**src/rtl/pacman_pkg.sv**
```systemverilog
// rtl/pacman_pkg.sv - shared maze types: headings, reverse helper, picker FSM states
package pacman_pkg;

  typedef enum logic [1:0] {
    DIR_UP    = 2'd0,
    DIR_LEFT  = 2'd1,
    DIR_DOWN  = 2'd2,
    DIR_RIGHT = 2'd3
  } dir_t;

  typedef enum logic [1:0] {
    ST_IDLE     = 2'd0,
    ST_CHECK    = 2'd1,
    ST_FALLBACK = 2'd2,
    ST_DONE     = 2'd3
  } picker_state_t;

  function automatic dir_t reverse_dir(input dir_t d);
    logic [1:0] r;
    r = 2'(d + 2'd2);
    return dir_t'(r);
  endfunction

endpackage

```
**src/rtl/ghost_dir_picker.sv**
```systemverilog
// rtl/ghost_dir_picker.sv - frightened-ghost heading picker driven by an LFSR nibble
// Optional macro GHOST_DIR_RETRY_EN: resample live random nibble before the deterministic scan.
module ghost_dir_picker
  import pacman_pkg::*;
#(
  parameter int unsigned MAX_RETRY = 3
) (
  input  logic       i_clk,
  input  logic       i_rst,
  input  logic [3:0] i_random,
  input  logic       i_req,
  input  logic [3:0] i_legal,
  input  logic [1:0] i_cur_dir,
  output logic [1:0] o_dir,
  output logic       o_valid,
  output logic       o_busy,
  output logic       o_none
);

  localparam int unsigned CNT_W = $clog2(MAX_RETRY + 5);
`ifdef GHOST_DIR_RETRY_EN
  localparam int unsigned CHECK_LIMIT = MAX_RETRY + 4;
`else
  localparam int unsigned CHECK_LIMIT = 4;
`endif
  localparam logic [CNT_W-1:0] LAST_CHECK = CNT_W'(CHECK_LIMIT - 1);

  picker_state_t    state_q, state_d;
  logic [3:0]       legal_q, legal_d;
  dir_t             cur_q, cur_d;
  logic [1:0]       cand_q, cand_d;
  logic [1:0]       step_q, step_d;
  logic [CNT_W-1:0] cnt_q, cnt_d;
  dir_t             dir_q, dir_d;
  logic             none_q, none_d;

  dir_t rev_dir;
  logic accept;
  logic unused_rnd;

  assign unused_rnd = i_random[3];
  assign rev_dir    = reverse_dir(cur_q);
  assign accept     = legal_q[cand_q] && (cand_q != rev_dir);

  always_ff @(posedge i_clk or posedge i_rst) begin
    if (i_rst) begin
      state_q <= ST_IDLE;
      legal_q <= 4'd0;
      cur_q   <= DIR_UP;
      cand_q  <= 2'd0;
      step_q  <= 2'd0;
      cnt_q   <= '0;
      dir_q   <= DIR_UP;
      none_q  <= 1'b0;
    end else begin
      state_q <= state_d;
      legal_q <= legal_d;
      cur_q   <= cur_d;
      cand_q  <= cand_d;
      step_q  <= step_d;
      cnt_q   <= cnt_d;
      dir_q   <= dir_d;
      none_q  <= none_d;
    end
  end

  always_comb begin
    state_d = state_q;
    legal_d = legal_q;
    cur_d   = cur_q;
    cand_d  = cand_q;
    step_d  = step_q;
    cnt_d   = cnt_q;
    dir_d   = dir_q;
    none_d  = none_q;
    unique case (state_q)
      ST_IDLE: begin
        if (i_req) begin
          legal_d = i_legal;
          cur_d   = dir_t'(i_cur_dir);
          cand_d  = i_random[1:0];
          // step of -1 is +3 in 2-bit wrap arithmetic
          step_d  = i_random[2] ? 2'd3 : 2'd1;
          cnt_d   = '0;
          state_d = ST_CHECK;
        end
      end
      ST_CHECK: begin
        if (accept) begin
          dir_d   = dir_t'(cand_q);
          state_d = ST_DONE;
        end else begin
`ifdef GHOST_DIR_RETRY_EN
          if (cnt_q < CNT_W'(MAX_RETRY)) cand_d = i_random[1:0];
          else                           cand_d = 2'(cand_q + step_q);
`else
          cand_d = 2'(cand_q + step_q);
`endif
          cnt_d = 2'(0) + CNT_W'(cnt_q + 1'b1);
          if (cnt_q == LAST_CHECK) state_d = ST_FALLBACK;
        end
      end
      ST_FALLBACK: begin
        if (legal_q[rev_dir]) begin
          dir_d = rev_dir;
        end else begin
          dir_d  = cur_q;
          none_d = 1'b1;
        end
        state_d = ST_DONE;
      end
      ST_DONE: begin
        none_d  = 1'b0;
        state_d = ST_IDLE;
      end
      default: state_d = ST_IDLE;
    endcase
  end

  always_comb begin
    o_valid = (state_q == ST_DONE);
    o_busy  = (state_q != ST_IDLE);
    o_dir   = dir_q;
    o_none  = none_q;
  end

endmodule

```
**config.mk**
```make
export PLATFORM = sky130hd
export DESIGN_NAME = ghost_dir_picker
export DESIGN_NICKNAME = d
export VERILOG_FILES = /design/src/rtl/pacman_pkg.sv /design/src/rtl/ghost_dir_picker.sv
export SDC_FILE = /design/constraint.sdc
export NUM_CORES = 1
export LEC_CHECK = 0
export ABC_AREA = 0
export ABC_CLOCK_PERIOD_IN_PS = 2500
export CAP_MARGIN = 25
export CORE_MARGIN = 2
export CORE_UTILIZATION = 25
export DETAILED_ROUTE_END_ITERATION = 8
export SETUP_SLACK_MARGIN = 0.05
export SLEW_MARGIN = 20
export SYNTH_ARGS = -nofsm -noshare
export SYNTH_HDL_FRONTEND = slang
export SYNTH_SLANG_ARGS = --single-unit
```
**constraint.sdc**
```tcl
create_clock -name i_clk -period 2.5 [get_ports i_clk]
set_input_delay 0.5 -clock i_clk [delete_from_list [all_inputs] [get_ports i_clk]]
set_output_delay 0.5 -clock i_clk [all_outputs]
set_load 0.01 [all_outputs]
```
After elaboration in Yosys (flattened, before gate mapping)
Index checks and enable logic that the tools add are counted.

Bits of input ports: 13. Output and inout bits: 5. Flip-flop bits (word level): 18.

Order comparisons: 2. Add/sub/neg operators: 3. Muxes and demuxes: 20. Eq/ne operators: 10. Reductions and logical operators: 11.

Operators with widths (number): 2-to-1 mux 2 bit (8); != test 2 bit, second input constant (4); case mux 2 bit (2 select lines) (2); case mux 2 bit (4 select lines) (1); AND reduction 2 bit (4); nonzero test 2 bit (4); < comparator 2 x 3 -> 1 bit, second input constant (2); 2-to-1 mux 3 bit (2); case mux 3 bit (2 select lines) (1); binary-select mux 1 bit (select 2 bit) (2); == test 2 bit, second input constant (2); adder 3 x 1 -> 3 bit, second input constant (1); == test 3 x 2 -> 1 bit, second input constant (1); 2-to-1 mux 1 bit (3); != test 3 bit, second input constant (1); AND reduction 3 bit (1); adder 2 bit (1); adder 2 bit, second input constant (1); == test 2 x 1 -> 1 bit, second input constant (1); logical NOT 2 bit (1); != test 2 bit (1); case mux 1 bit (2 select lines) (1); logical AND 1 bit (1).

Logic depth before layout (Yosys ltp)
Depth in word-level cells: 5. Mapped depth: 7.

Worst setup path before layout
No wires, ideal clock.

Kind: register to register. Start point: reg cand_q[0]. End point: reg state_q[1]. Data required time: 2375 ps. Library setup time: 125 ps. Slack: 682 ps. Arrival: 1693 ps. Stages on the path, launching flop included: 5. Path buffers: 0. Cell sequence: dfrtp_1 mux4_2 o21a_4 o31a_1 mux2_4.

Cells in the longest elaborated chain, start to end: 5.

Ends and longest elaborated chain: start, declared (line ghost_dir_picker.sv:31) `logic [1:0] cand_q, cand_d;`; start signal, assigned (line ghost_dir_picker.sv:59) `cand_q <= cand_d;`; binary-select mux 1 bit (select 2 bit) (line ghost_dir_picker.sv:43) `assign accept = legal_q[cand_q] && (cand_q != rev_dir);`; 2-to-1 mux 1 bit (implied by the code) (line ghost_dir_picker.sv:43); logical AND 1 bit (*) (line ghost_dir_picker.sv:43); 2-to-1 mux 2 bit / != test 3 bit (equally long branches); case mux 2 bit (4 select lines) / AND reduction 2 bit (equally long branches); end signal, assigned (line ghost_dir_picker.sv:56) `state_q <= state_d;`; end, declared (line ghost_dir_picker.sv:28) `picker_state_t state_q, state_d;`.

Every way passes the cells marked *; elsewhere a longest branch is shown, timed or not. The select of a mux whose other input is x is not followed. A chain may end at the register's enable or synchronous reset.

Final worst setup path
Start point: reg state_q[0]. End point: out o_busy.

Cells in the longest elaborated chain, start to end: 1.

Ends and longest elaborated chain: nonzero test 2 bit (line ghost_dir_picker.sv:122) `o_busy = (state_q != ST_IDLE);`; end, declared (line ghost_dir_picker.sv:16) `output logic o_busy,`.

No other way between the ends.

==> out/metrics.csv <==
stage;metric;value;unit
drt;drt_pass1_iterations;4;
cts;clock-sinks;18;
drt;detail_route.iter0.violations;51;
grt;grt_pass1_wl;4416;um
pwr;p_leak;0.5734;nW
timing;setup_slack;213.1;ps
logic_synthesis;synth_compound_area_frac;0.1961;
logic_synthesis;synthAdderAreaFrac;0.08762;
logic_synthesis;synth_area;0.001142;mm2
worst_setup_path;regToRegSetupSlack;600;ps
place;portBuffers;16;
drt;drt-wirelength-per-cell;14.77;um
place;gp_congestion;0.7265;
logic_synthesis;synth.avg_cell_area;10.48;um2
worst_setup_path;worstPathCellList;inv_1 > ha_1 > inv_1 > clkdlybuf4s50_1;
cts;clkSlewWorstSetupHoldPaths;60;ps
worst_setup_path;critPathMaxFanout;9;
timing;rsz0062_at_grt;no;
worst_setup_path;startpoint_type;register;
worst_setup_path;crit_type;reg2out;
worst_setup_path;worstRegToRegCells;6;
timing;setup_viol;0;
timing;finalCritPeriodShare;0.9147;
pwr;vdd_drop_max;0.0006034;V
floorplanning;io_pins;18;
timing;slew_viol_final;0;
cts;cts_tree;done;
timing;period_minus_slack;2287;ps
drt;ant_nets;0;
floorplanning;rows;24;
logic_synthesis;synth_xor_area_frac;0.02300;
cells_and_area;regArea;451.7;um2
worst_hold_path;hp-class;reg2reg;
drt;vias_per_cell;5.232;
cts;numCtsBuffers;3;
worst_setup_path;r2r-end;cand_q[1]$_DFFE_PP0P_;
worst_setup_path;critical_path_arrival;1790;ps
grt;track_usage;0.1087;
drt;drt_wl_total;2615;um
pwr;power_density;1437;mW/mm2
cts;clock_path_buffers;2;
cells_and_area;multiInputGateArea;643.1;um2
floorplanning;fp.dieW;71.60;um
logic_synthesis;synth_seq_cells;18;
grt;grt_pass1_vias;974;
cts;root_buffer;clkbuf_8;
floorplanning;coreArea;0.004384;mm2
cells_and_area;antenna_cells;0;
logic_synthesis;synth.distinct_cells;40;
cts;clk_latency;250;ps
cts;post_cts_buffers;0;
timing;hold_violations;0;
worst_setup_path;max_stage_delay;480;ps
drt;drc;0;
logic_synthesis;synth_edf_count;0;
worst_setup_path;cp-endpoint;o_busy;
floorplanning;initial_utilization;0.2606;
logic_synthesis;synthSimpleGateAreaFrac;0.09858;
run_status;status;finished clean;
logic_synthesis;ys_seq_area_frac;0.3943;
timing;skew;3.703;ps
worst_setup_path;cp.required;2000;ps
timing;fmax;437.3;MHz
logic_synthesis;synth-main-ff-cell;dfrtp_1;
grt;grt-ovfl-total;0;
timing;whs;473.3;ps
cells_and_area;nFillCells;456;
grt;grt_max_degree;19;
logic_synthesis;syn-num-nets;130;
cells_and_area;drive_gt1_frac;0.1600;
worst_setup_path;crit_path_frequent_cell;inv_1;
logic_synthesis;syn_inst;109;
timing;setup-tns-final;0;ps
place;dp_hpwl;1930;um
logic_synthesis;postSynth.asyncResetShare;1.000;
worst_setup_path;crit_path_end_kind;primary output;
worst_setup_path;r2r_start;state_q[0]$_DFFE_PP0P_;
timing;relSlewSlack;0.5288;
floorplanning;dieArea;0.005126;mm2
logic_synthesis;synth_top_family_by_area;compound AO/OA/AOI/OAI gates;
drt;vias;926;
grt;antenna_found_initial;0;
worst_setup_path;cp-startpoint;state_q[0]$_DFFE_PP0P_;
job;maxCapViolCount;0;
cells_and_area;area_delta_synth_final;23.11;%
timing;worstMarginPinSlew;706.0;ps
logic_synthesis;synthMuxAreaShare;0.1577;
floorplanning;die_y;71.60;um
worst_setup_path;slowest_stage;clkdlybuf4s50_1;
cells_and_area;nNetsFinal;148;
cts;htree_num_levels;1;
place;pre_cts_slack;459.7;ps
logic_synthesis;yosysWarningCount;0;
-- final cells by class --
type | count | area share
flip-flops and latches | 18 | 0.3212
inverters | 8 | 0.02135
repair buffers | 18 | 0.1246
clock buffers | 3 | 0.02936
multi-input cells | 78 | 0.4573
well taps | 52 | 0.04626
-- layer usage --
metal / track usage / vias to the layer above / share of wire
met4: 0.03774 / 0 / 0.013
met1: 0.1215 / 454 / 0.40
met3: 0.01266 / 4 / 0.045
met5: 0 / - / 0
li1: - / 432 / -
met2: 0.2099 / 36 / 0.55
-- critical path, delay by kind of cell, from the launching register on --
| kind | cells | cell delay (ps) |
|---|---|---|
| DFF | 1 | 460 |
| adders and majority gates | 1 | 390 |
| buffers and inverters | 3 | 680 |
-- stage by stage --
step	instances	power [mW]	utilization	instance area (um2)
floorplan	109	1.468	-	1142
global placement	174	1.733	0.3111	1364
detailed placement	174	1.810	0.3111	1364
CTS	177	2.026	0.3205	1405
global route	177	2.173	0.3208	1406
finish	177	2.022	0.3208	1406
-- state kept, by name, summed over array words and instances, names as in the netlist --
name,cells
cand_q,2
state_q,2
step_q,2
o_dir,2
legal_q,4
cur_q,2
cnt_q,3
o_none,1
-- synth_stat cells (all sizes together), types with 2 or more instances --
cell	n	area (um2)
clkbuf	5	18.77
ha	8	100.1
o221ai	2	17.52
o22ai	2	12.51
nand2	6	22.52
nor2	7	26.28
a21oi	3	15.01
o22a	2	17.52
o21a	2	22.52
nor3	3	15.01
xor2	2	17.52
nand2b	3	18.77
inv	8	30.03
mux2i	3	30.03
mux2	9	105.1
o211ai	2	15.01
mux4	2	45.04
o21ai	6	33.78
dfrtp	18	450.4
-- power by group --
group	switching (mW)	internal, mW	total [mW]
combinational	0.618	0.609	1.23
sequential	0.154	0.437	0.591
clock	0.0965	0.107	0.204
-- worst min-delay path by stage --
stage | from | to | slack [ps] | depth (start not counted)
after detailed placement | o_none$_DFFE_PP0P_ | o_none$_DFFE_PP0P_ | 470 | 1
after global routing | step_q[0]$_DFFE_PP0P_ | step_q[0]$_DFFE_PP0P_ | 500 | 1
after floorplan | i_rst | cand_q[0]$_DFFE_PP0P_ | 440 | 1
after CTS | o_none$_DFFE_PP0P_ | o_none$_DFFE_PP0P_ | 480 | 1
after global placement | o_none$_DFFE_PP0P_ | o_none$_DFFE_PP0P_ | 460 | 1
final | o_none$_DFFE_PP0P_ | o_none$_DFFE_PP0P_ | 470 | 1
-- cells by family after synthesis --
logic type / Yosys count
mux: 14
buf+inv: 13
xor+xnor: 3
compound gates: 30
simple gates: 23
flops: 18
fa+ha+maj: 8
-- cells in the final DEF (no fill, tap or decap), drive strengths merged, types with 2 or more instances in the layout --
master         instances
dfrtp                 18
clkdlybuf4s50         16
mux2                   9
ha                     8
inv                    8
nor2                   7
nand2                  6
o21ai                  6
nor3                   3
nand2b                 3
mux2i                  3
a21oi                  3
clkbuf                 3
xor2                   2
mux4                   2
o221ai                 2
o211ai                 2
o22a                   2
o22ai                  2
buf                    2
o21a                   2
-- timing repair --
item | 4_1_cts | 5_1_grt
gates resized for setup | 0 | 1
hold buffers | 0 | 0
endpoints found under the setup margin | 0 | 1
Note: power is estimated with default switching activity, not from simulation.
